[src/rtl/interrupt_controller.sv]
// Device-side interrupt controller: prioritises maskable and NMI requests, handshakes with the CPU via savePC.
// Optional macro IRQ_EDGE_EN: when defined, maskable lines pend on a 0->1 edge instead of on level.
module interrupt_controller #(
    parameter int          NUM_IRQ      = 8,
    parameter logic [31:0] MI_END_ADDR  = 32'd0,
    parameter logic [31:0] NMI_END_ADDR = 32'd20,
    parameter logic [3:0]  FETCH_STATE  = 4'd0
) (
    input  logic               clk,
    input  logic               rst_n,
    input  logic [NUM_IRQ-1:0] irq,
    input  logic               nmi_req,
    input  logic               mask_we,
    input  logic [NUM_IRQ-1:0] mask_wdata,
    input  logic               savePC,
    input  logic [31:0]        pcinput,
    input  logic [3:0]         current_state,
    output logic               interrupt,
    output logic               nmint,
    output logic               busy,
    output logic [3:0]         irq_id,
    output logic               eoi
);

    typedef enum logic [2:0] {
        IDLE    = 3'd0,
        MI_REQ  = 3'd1,
        NMI_REQ = 3'd2,
        MI_SVC  = 3'd3,
        NMI_SVC = 3'd4
    } state_t;

    state_t             state;
    logic [NUM_IRQ-1:0] mask;
    logic [NUM_IRQ-1:0] pending;
    logic [NUM_IRQ-1:0] irq_set;
    logic [NUM_IRQ-1:0] irq_clr;
    logic [NUM_IRQ-1:0] pend_now;
    logic [NUM_IRQ-1:0] eligible;
    logic               nmi_req_q;
    logic               nmi_pend;
    logic               nmi_edge;
    logic               nmi_now;
    logic               mi_ack;
    logic               nmi_ack;
    logic               mi_done;
    logic               nmi_done;

    function automatic logic [3:0] lowest_idx(input logic [NUM_IRQ-1:0] v);
        logic [3:0] idx;
        idx = 4'd0;
        for (int i = NUM_IRQ - 1; i >= 0; i--) begin
            if (v[i]) idx = 4'(i);
        end
        return idx;
    endfunction

`ifdef IRQ_EDGE_EN
    logic [NUM_IRQ-1:0] irq_q;

    always_ff @(posedge clk or negedge rst_n) begin
        if (!rst_n) irq_q <= '0;
        else        irq_q <= irq;
    end

    assign irq_set = irq & ~irq_q;
`else
    assign irq_set = irq;
`endif

    // Incoming sets are folded into arbitration so a new request reaches the CPU one edge later.
    assign nmi_edge = nmi_req & ~nmi_req_q;
    assign nmi_now  = nmi_pend | nmi_edge;
    assign pend_now = pending | irq_set;
    assign eligible = pend_now & mask;

    assign mi_ack   = (state == MI_REQ) && !nmi_now && savePC;
    assign nmi_ack  = (state == NMI_REQ) && savePC;
    assign mi_done  = (state == MI_SVC) && (current_state == FETCH_STATE) &&
                      (pcinput == MI_END_ADDR);
    assign nmi_done = (state == NMI_SVC) && (current_state == FETCH_STATE) &&
                      (pcinput == NMI_END_ADDR);

    always_comb begin
        irq_clr = '0;
        for (int i = 0; i < NUM_IRQ; i++) begin
            if (mi_ack && (irq_id == 4'(i))) irq_clr[i] = 1'b1;
        end
    end

    // A set arriving in the same cycle as its clear keeps the source pending.
    always_ff @(posedge clk or negedge rst_n) begin
        if (!rst_n) begin
            mask      <= '1;
            pending   <= '0;
            nmi_pend  <= 1'b0;
            nmi_req_q <= 1'b0;
        end else begin
            if (mask_we) mask <= mask_wdata;
            pending   <= (pending & ~irq_clr) | irq_set;
            nmi_pend  <= (nmi_pend & ~nmi_ack) | nmi_edge;
            nmi_req_q <= nmi_req;
        end
    end

    always_ff @(posedge clk or negedge rst_n) begin
        if (!rst_n) begin
            state     <= IDLE;
            interrupt <= 1'b0;
            nmint     <= 1'b0;
            busy      <= 1'b0;
            eoi       <= 1'b0;
            irq_id    <= 4'd0;
        end else begin
            eoi <= 1'b0;
            case (state)
                IDLE: begin
                    if (nmi_now) begin
                        state <= NMI_REQ;
                        nmint <= 1'b1;
                    end else if (|eligible) begin
                        state     <= MI_REQ;
                        interrupt <= 1'b1;
                        irq_id    <= lowest_idx(eligible);
                    end
                end
                MI_REQ: begin
                    if (nmi_now) begin
                        state     <= NMI_REQ;
                        interrupt <= 1'b0;
                        nmint     <= 1'b1;
                    end else if (savePC) begin
                        state     <= MI_SVC;
                        interrupt <= 1'b0;
                        busy      <= 1'b1;
                    end
                end
                NMI_REQ: begin
                    if (savePC) begin
                        state <= NMI_SVC;
                        nmint <= 1'b0;
                        busy  <= 1'b1;
                    end
                end
                MI_SVC: begin
                    if (mi_done) begin
                        state <= IDLE;
                        busy  <= 1'b0;
                        eoi   <= 1'b1;
                    end
                end
                NMI_SVC: begin
                    if (nmi_done) begin
                        state <= IDLE;
                        busy  <= 1'b0;
                        eoi   <= 1'b1;
                    end
                end
                default: begin
                    state     <= IDLE;
                    interrupt <= 1'b0;
                    nmint     <= 1'b0;
                    busy      <= 1'b0;
                end
            endcase
        end
    end

endmodule

[config.mk]
export PLATFORM = sky130hd
export DESIGN_NAME = interrupt_controller
export DESIGN_NICKNAME = d
export VERILOG_FILES = /design/src/rtl/interrupt_controller.sv
export SDC_FILE = /design/constraint.sdc
export NUM_CORES = 1
export LEC_CHECK = 0
export ABC_AREA = 0
export CAP_MARGIN = 20
export CELL_PAD_IN_SITES_DETAIL_PLACEMENT = 0
export CELL_PAD_IN_SITES_GLOBAL_PLACEMENT = 1
export CORE_MARGIN = 1
export CORE_UTILIZATION = 33
export DETAILED_ROUTE_END_ITERATION = 10
export PLACE_DENSITY_LB_ADDON = 0.15
export SYNTH_ARGS = -nofsm -noshare
export SYNTH_HDL_FRONTEND = slang
export SYNTH_SLANG_ARGS = --single-unit
[constraint.sdc]
create_clock -name clk -period 3.3 [get_ports clk]
set_input_delay 0.66 -clock clk [delete_from_list [all_inputs] [get_ports clk]]
set_output_delay 0.66 -clock clk [all_outputs]
set_load 0.05 [all_outputs]
# ---- Word level (Yosys, flattened, before mapping)
# Index checks and enable logic that the tools add are counted.
dict set report totals {
  memories 0
  out_inout_bits 8
  romBits 0
  inputBits 57
  ff_bits 29
  ramBits 0
  latch_bits 0
}
dict set report op_classes {
  order_cmp 0
  shifts 0
  n_eq_ne 21
  mul 0
  n_reduce_logical 29
  muxes 39
  n_div 0
  add_sub_neg 0
  bitwise_logic 15
}
# op count
set op_table {}
lappend op_table {{$eq A32 B5 Y1 const B} 1}
lappend op_table {{$logic_not A32 Y1} 1}
lappend op_table {{$mux W4} 7}
lappend op_table {{$mux W3} 8}
lappend op_table {{$mux W1} 19}
lappend op_table {{$and A8 B8 Y8} 2}
lappend op_table {{$eq A4 B3 Y1 const B} 4}
lappend op_table {{$or A8 B8 Y8} 2}
lappend op_table {{$logic_and A1 B1 Y1} 15}
lappend op_table {{$pmux W3 S5} 1}
lappend op_table {{$ne A2 B2 Y1 const B} 6}
lappend op_table {{$eq A4 B2 Y1 const B} 2}
lappend op_table {{$logic_not A4 Y1} 2}
lappend op_table {{$not A8 Y8} 1}
lappend op_table {{$reduce_and A4 Y1} 2}
lappend op_table {{$reduce_or A8 Y1} 1}
lappend op_table {{$eq A3 B2 Y1 const B} 2}
lappend op_table {{$ne A3 B3 Y1 const B} 2}
lappend op_table {{$not A1 Y1} 6}
lappend op_table {{$pmux W1 S3} 2}
lappend op_table {{$reduce_and A3 Y1} 2}
lappend op_table {{$pmux W1 S5} 1}
lappend op_table {{$reduce_and A5 Y1} 1}
lappend op_table {{$eq A4 B1 Y1 const B} 1}
lappend op_table {{other kinds (10)} 13}

# ---- Longest topological paths before layout
# Gate-level depths: netlist (run 1).
dict set report logic_depth {
  ltp_word 11
  depth_mapped 6
}

# ---- Worst setup path before layout (run 1)
# OpenSTA, ideal clock, no wires.
dict set report synth_path {
  path_kind {input to register}
  from {input pcinput[27]}
  to {register state[0]}
  arrival_ps 1864
  path_buffers 0
  path_slack_ps 1305
  setup_time_ps 131
  path_stages 4
  cell_sequence {or4_4 nor3_4 a211oi_1 or3_1}
}
dict set report synth_between {
  elab_chain_cells 4
}
# item line_no
set synth_lines {}
lappend synth_lines {{start: declaration} 16} ;# input logic [31:0] pcinput,
lappend synth_lines {{$eq A32 B5 Y1 / $logic_not A32 Y1 (equally long branches)} {82, 80}}
lappend synth_lines {{$logic_and A1 B1 Y1 (on tied branches)} {81, 79}}
lappend synth_lines {{$ne A2 B2 Y1 (no line)} n/a}
lappend synth_lines {{$reduce_and A5 Y1 (no line) *} n/a}
lappend synth_lines {{end signal: assignment} 108} ;# state <= IDLE;
lappend synth_lines {{end signal: assignment} 119} ;# state <= NMI_REQ;
lappend synth_lines {{end signal: assignment} 122} ;# state <= MI_REQ;
lappend synth_lines {{end: declaration} 33} ;# state_t state;
# Mark *: on every way between the ends. The rest lies on a longest branch, timed or not.
# A chain may end at the register's enable or synchronous reset.

# ---- Worst setup path in the final report (run 1)
dict set report layout_path {
  from {register irq_id[0]}
  to {output irq_id[0]}
}
# item line_no
set layout_rtl {}
lappend layout_rtl {{start: declaration} 21} ;# output logic [3:0] irq_id,
lappend layout_rtl {{start signal: assignment} 124} ;# irq_id <= lowest_idx(eligible);
# No word-level cell between the ends.

==> flow_summary.ini, run 1 <==
[outcome]
outcome = complete, no violations

[timing]
grt_setup_unrepaired = false
relSlewSlack = 0.640
fmax_ghz = 0.425
period_needed_ns = 2.36
fin_skew_ns = 0.00279
tightest_slew_ns = 0.538
final-setup-viol-count = 0
drv_slew = 0
final_hold_viol_count = 0
fin_tns_setup_ns = 0
period_share = 0.714
whs_ns = 0.481

[clock_network]
clkTransAtPathRegs_ns = 0.10
holdBufCountCts = 0
root_buffer = clkbuf_8
cts_setup_buffers = 0
cts_resized = 0
htreeDepth = 1
clock_latency_ns = 0.28
numCtsBuffers = 3
cts_tree = yes
cts_num_sinks = 28
cts_max_path_buffers = 2

[setup_path]
critPathLaunch = irq_id[0]
arrival_ns = 1.70
crit_fanout = 10
crit_chain = clkdlybuf4s50_1
slowest_delay_ns = 0.87
cp.required_ns = 2.64
r2r-start = state[2]
path_buf_inv = 1
end_kind = output pin
cp_slowest_cell = clkdlybuf4s50_1
critical_path_class = reg -> out
cp_top_family = buffers and inverters
start_kind = flop

[job]
drv_cap = 0

[synthesis]
yosysMostFrequentCell = dfrtp_1
synth-edff-count = 0
yosysWarnings = 0
synthTopCellsByArea = dfrtp_1 (33%), dfstp_2 (14%), mux2_2 (6.7%), nor4_1 (4.2%), o21ai_0 (3.0%)
syn_inst = 149
ys_seq_elements = 28
syn_nets = 206
async_flop_share = 1.00
synth.distinct_cells = 41
syn_area_per_cell_um2 = 10.1
synthTopCellsByCount = dfrtp_1 (20), nand2_1 (10), nor2_1 (10), nor4_1 (10)
syn_area_um2 = 1510
post-synth-top-area-cell = dfrtp_1
synth_top_area_share = 0.333
synth_flop_cell = dfrtp_1
ys_seq_area_frac = 0.472

[final_layout]
regArea_um2 = 711
final_nets = 268
fin_util = 0.516
drive_gt1_frac = 0.138
syn2layout_area_growth_pct = 49.1
diodes = 0
n_fill_cell = 390
fin_cells = 262
multi_input_area_um2 = 752

[detailed_routing]
drtIter0Drc = 69
ant_nets = 0
via_per_inst = 5.29
drc_errors = 0
num_vias = 1387
finalWirelength_um = 3580
wl_per_cell_um = 13.7
first_pass_iters = 4

[placement]
dp_hpwl_um = 2810
port_buffers = 63
dp.cells = 258
gp_congestion = 0.736

[grt]
grt_pass1_vias = 1432
antenna_found_initial = 0
gr-total-overflow = 0
grt_pass1_wl_um = 6250
grt_max_degree = 29
grt_use_total = 0.163

[floorplanning]
core_um2 = 4350
start_util = 0.346
die_h_um = 69.5
pin_count = 65
fp.dieArea_um2 = 4840
std_cell_rows = 24
die_x_um = 69.5

[min_path]
hold_path.class = reg -> reg
min_from = pending[5]

[power]
p_per_area_nw_per_um2 = 583
power.leakage_nw = 0.824
ir_drop_mv = 0.176
cell usage in the layout, fill, tap and decap left out, types with 3 or more instances in the layout:
master / n
or3b_1: 3
nor2_1: 10
nand4_1: 3
nand2b_1: 6
clkdlybuf4s50_1: 63
nor2b_1: 4
dfstp_2: 8
dfrtp_1: 20
a21o_1: 6
mux2_2: 9
o21ai_0: 9
o21a_1: 5
nor4_1: 10
clkbuf_8: 3
a21oi_1: 8
nand3_1: 3
nand2_1: 10
cell type report:
class / instances / share of cell area
clock buffer: 3 / 0.0184
clock inverter: 1 / 0.0134
sequential: 28 / 0.317
inverter: 2 / 0.00334
tap: 52 / 0.0290
timing repair buffer: 64 / 0.284
multi-input combinational: 112 / 0.335
power breakdown:
| part | internal (W) | total, W | leakage [nW] | switching, W |
|---|---|---|---|---|
| combinational | 0.000238 | 0.000502 | 0.488 | 0.000264 |
| clock | 0.000162 | 0.000274 | 0.0357 | 0.000112 |
| sequential | 0.000418 | 0.000532 | 0.301 | 0.000115 |
final timing paths:
path	end	slack (ns)	cells past startpoint
max	irq_id[0]	0.94	1
min	pending[5]	0.48	1
max reg2reg	state[0]	1.49	5
min reg2reg	pending[5]	0.48	1
max in group asynchronous	mask[7]	2.25	2
min in group asynchronous	pending[1]	0.75	2
through the flow:
step | total power, W | setup slack, ns | area [um^2]
after floorplan | 0.000849 | 1.30 | 1510
after global placement | 0.00103 | 0.770 | 2170
after detailed placement | 0.00104 | 0.737 | 2170
after CTS | 0.00132 | 0.944 | 2240
after global routing | 0.00138 | 0.887 | 2240
final | 0.00131 | 0.945 | 2240
flip-flops by register name, indices dropped and copies added (netlist names):
| signal | count |
|---|---|
| pending | 8 |
| nmi_pend | 1 |
| nmint | 1 |
| nmi_req_q | 1 |
| busy | 1 |
| state | 3 |
| irq_id | 3 |
| mask | 8 |
| interrupt | 1 |
| eoi | 1 |
layer usage:
layer,GRT usage,part of all wire,wire [um]
met1,0.191,0.43,1530
met4,0.0635,0.012,44
met2,0.279,0.49,1750
met5,0,0,0
met3,0.0451,0.071,255
kinds of logic (layout without fill, tap and decap cells):
family          count (synthesis)  after routing  share of synthesized area
buf+inv                         9             70                     0.0283
mux                             9              9                     0.0673
other cells                     1              1                    0.00249
simple gates                   63             63                      0.261
compound gates                 39             39                      0.169
flops                          28             28                      0.472
No activity file was read; power rests on OpenSTA's default activity.
==> run 2, diff against run 1 <==
CORE_UTILIZATION = 28   (was 33)
clock period = 2.1 ns   (was 3.3 ns; I/O delays follow)
==> run 2 against run 1 <==
Final cell count increased by 14%. Power increased by 63%. Register-to-register slack got worse by 1.1 ns. Core utilization decreased by 4.8 points. Clock power increased by 57%. Sequential power increased by 51%. Critical path depth increased by 5. Via count increased by 2.0%. Non-clock buffer count increased by 18. Global-route usage decreased by 1.2 points. First-iteration DRC count decreased by 20%. Largest cell class is now non-clock buffers.
==> flow_summary.ini, run 2 (synthesis results as in run 1) <==
[setup_path]
crit_fanout = 4
start_kind = primary input
slowest_delay_ns = 0.39
cp.required_ns = 2.27
end_kind = flop
path_buf_inv = 1
critical_path_class = in -> reg
crit_chain = clkdlybuf4s50_1, nor4_1, nand4_2, nor3_4, a211oi_1, or3_1
cp_slowest_cell = clkdlybuf4s50_1
cp_top_family = simple AND/OR/NAND/NOR gates
arrival_ns = 2.10

[final_layout]
final_cell_mix = clkdlybuf4s50_1 (61), buf_4 (21), dfrtp_1 (20), nand2_1 (10), nor2_1 (10)
top_regs = mask x8, pending x8
n_fill_cell = 515
regArea_um2 = 711
final_nets = 286
final_common_cell = clkdlybuf4s50_1
syn2layout_area_growth_pct = 59.7
diodes = 0
multi_input_area_um2 = 758
design_area_um2 = 2400
drive_gt1_frac = 0.219

[timing]
fin_skew_ns = 0.00270
final_hold_viol_count = 0
drv_slew = 0
period_needed_ns = 1.94
period_share = 0.922
fin_ws_ns = 0.165
grt_setup_unrepaired = false
relSlewSlack = 0.659
fmax_ghz = 0.517
fin_tns_setup_ns = 0
final-setup-viol-count = 0
tightest_slew_ns = 0.510

[floorplanning]
core_um2 = 5140
die_h_um = 75.3
pin_count = 65
die_x_um = 75.3
fp.dieArea_um2 = 5670
std_cell_rows = 26
start_util = 0.293

[placement]
port_buffers = 63
dpl-instance-area_um2 = 2330
dp_hpwl_um = 3220
dp_slack_ns = -0.174
gp_congestion = 0.828

[detailed_routing]
drtIter0Drc = 55
first_pass_iters = 4
via_per_inst = 4.75
ant_nets = 0
num_vias = 1415
wl_per_cell_um = 13.5
drc_errors = 0
finalWirelength_um = 4030

[power]
p_per_area_nw_per_um2 = 886
ir_drop_mv = 0.575
power.leakage_nw = 0.916

[min_path]
hold_path.class = reg -> reg

[clock_network]
cts_max_path_buffers = 2
cts_num_sinks = 28
cts_tree = yes
htreeDepth = 1
root_buffer = clkbuf_8
cts_setup_buffers = 0
clkTransAtPathRegs_ns = 0.10
clock_latency_ns = 0.28
numCtsBuffers = 3

[grt]
grt_pass1_vias = 1457
grt_max_degree = 29
antenna_found_initial = 0
gr-total-overflow = 0
grt_pass1_wl_um = 6470
grt_use_total = 0.151

[job]
drv_cap = 0

[outcome]
outcome = complete, no violations
[run 2: per-stage QoR]
stage	utilization	hold WS (ns)	total power [W]	std cells
floorplan	-	0.124	0.00133	149
global placement	0.453	0.453	0.00170	294
detailed placement	0.453	0.467	0.00171	294
CTS	0.466	0.491	0.00215	298
global route	0.468	0.519	0.00226	298
finish	0.468	0.485	0.00213	298
[run 2: repair_timing]
| item | 4_1_cts | 5_1_grt |
|---|---|---|
| hold buffers | 0 | 0 |
| gates resized for setup | 0 | 1 |
| endpoints found under the setup margin | 0 | 1 |
[run 2: final cells by class]
cell class,instances,area share
timing repair buffer,82,0.320
multi-input combinational,112,0.315
sequential,28,0.296
tap,70,0.0364
clock buffer,3,0.0172
clock inverter,1,0.0125
inverter,2,0.00312
[run 2: path summary, 6_finish.rpt]
kind	start	endpoint	slack [ns]	depth (start not counted)
max	current_state[1]	state[0]	0.16	6
min	pending[7]	pending[7]	0.48	1
max reg2reg	state[1]	pending[2]	0.41	4
min reg2reg	pending[7]	pending[7]	0.48	1
max in group asynchronous	rst_n	mask[5]	1.26	2
min in group asynchronous	rst_n	pending[1]	0.52	2
[run 2: report_power, final]
part	switching, W	total, W	internal [W]
Sequential	0.000148	0.000805	0.000657
Clock	0.000175	0.000431	0.000255
Combinational	0.000469	0.000894	0.000425
[run 2: routing by layer]
metal	share of wire	routed length [um]	vias up	global-route usage
met5	0	0	-	0
met4	0.014	56	0	0.0370
met3	0.040	160	6	0.0370
met2	0.52	2100	29	0.279
met1	0.42	1710	667	0.175
li1	-	-	713	-
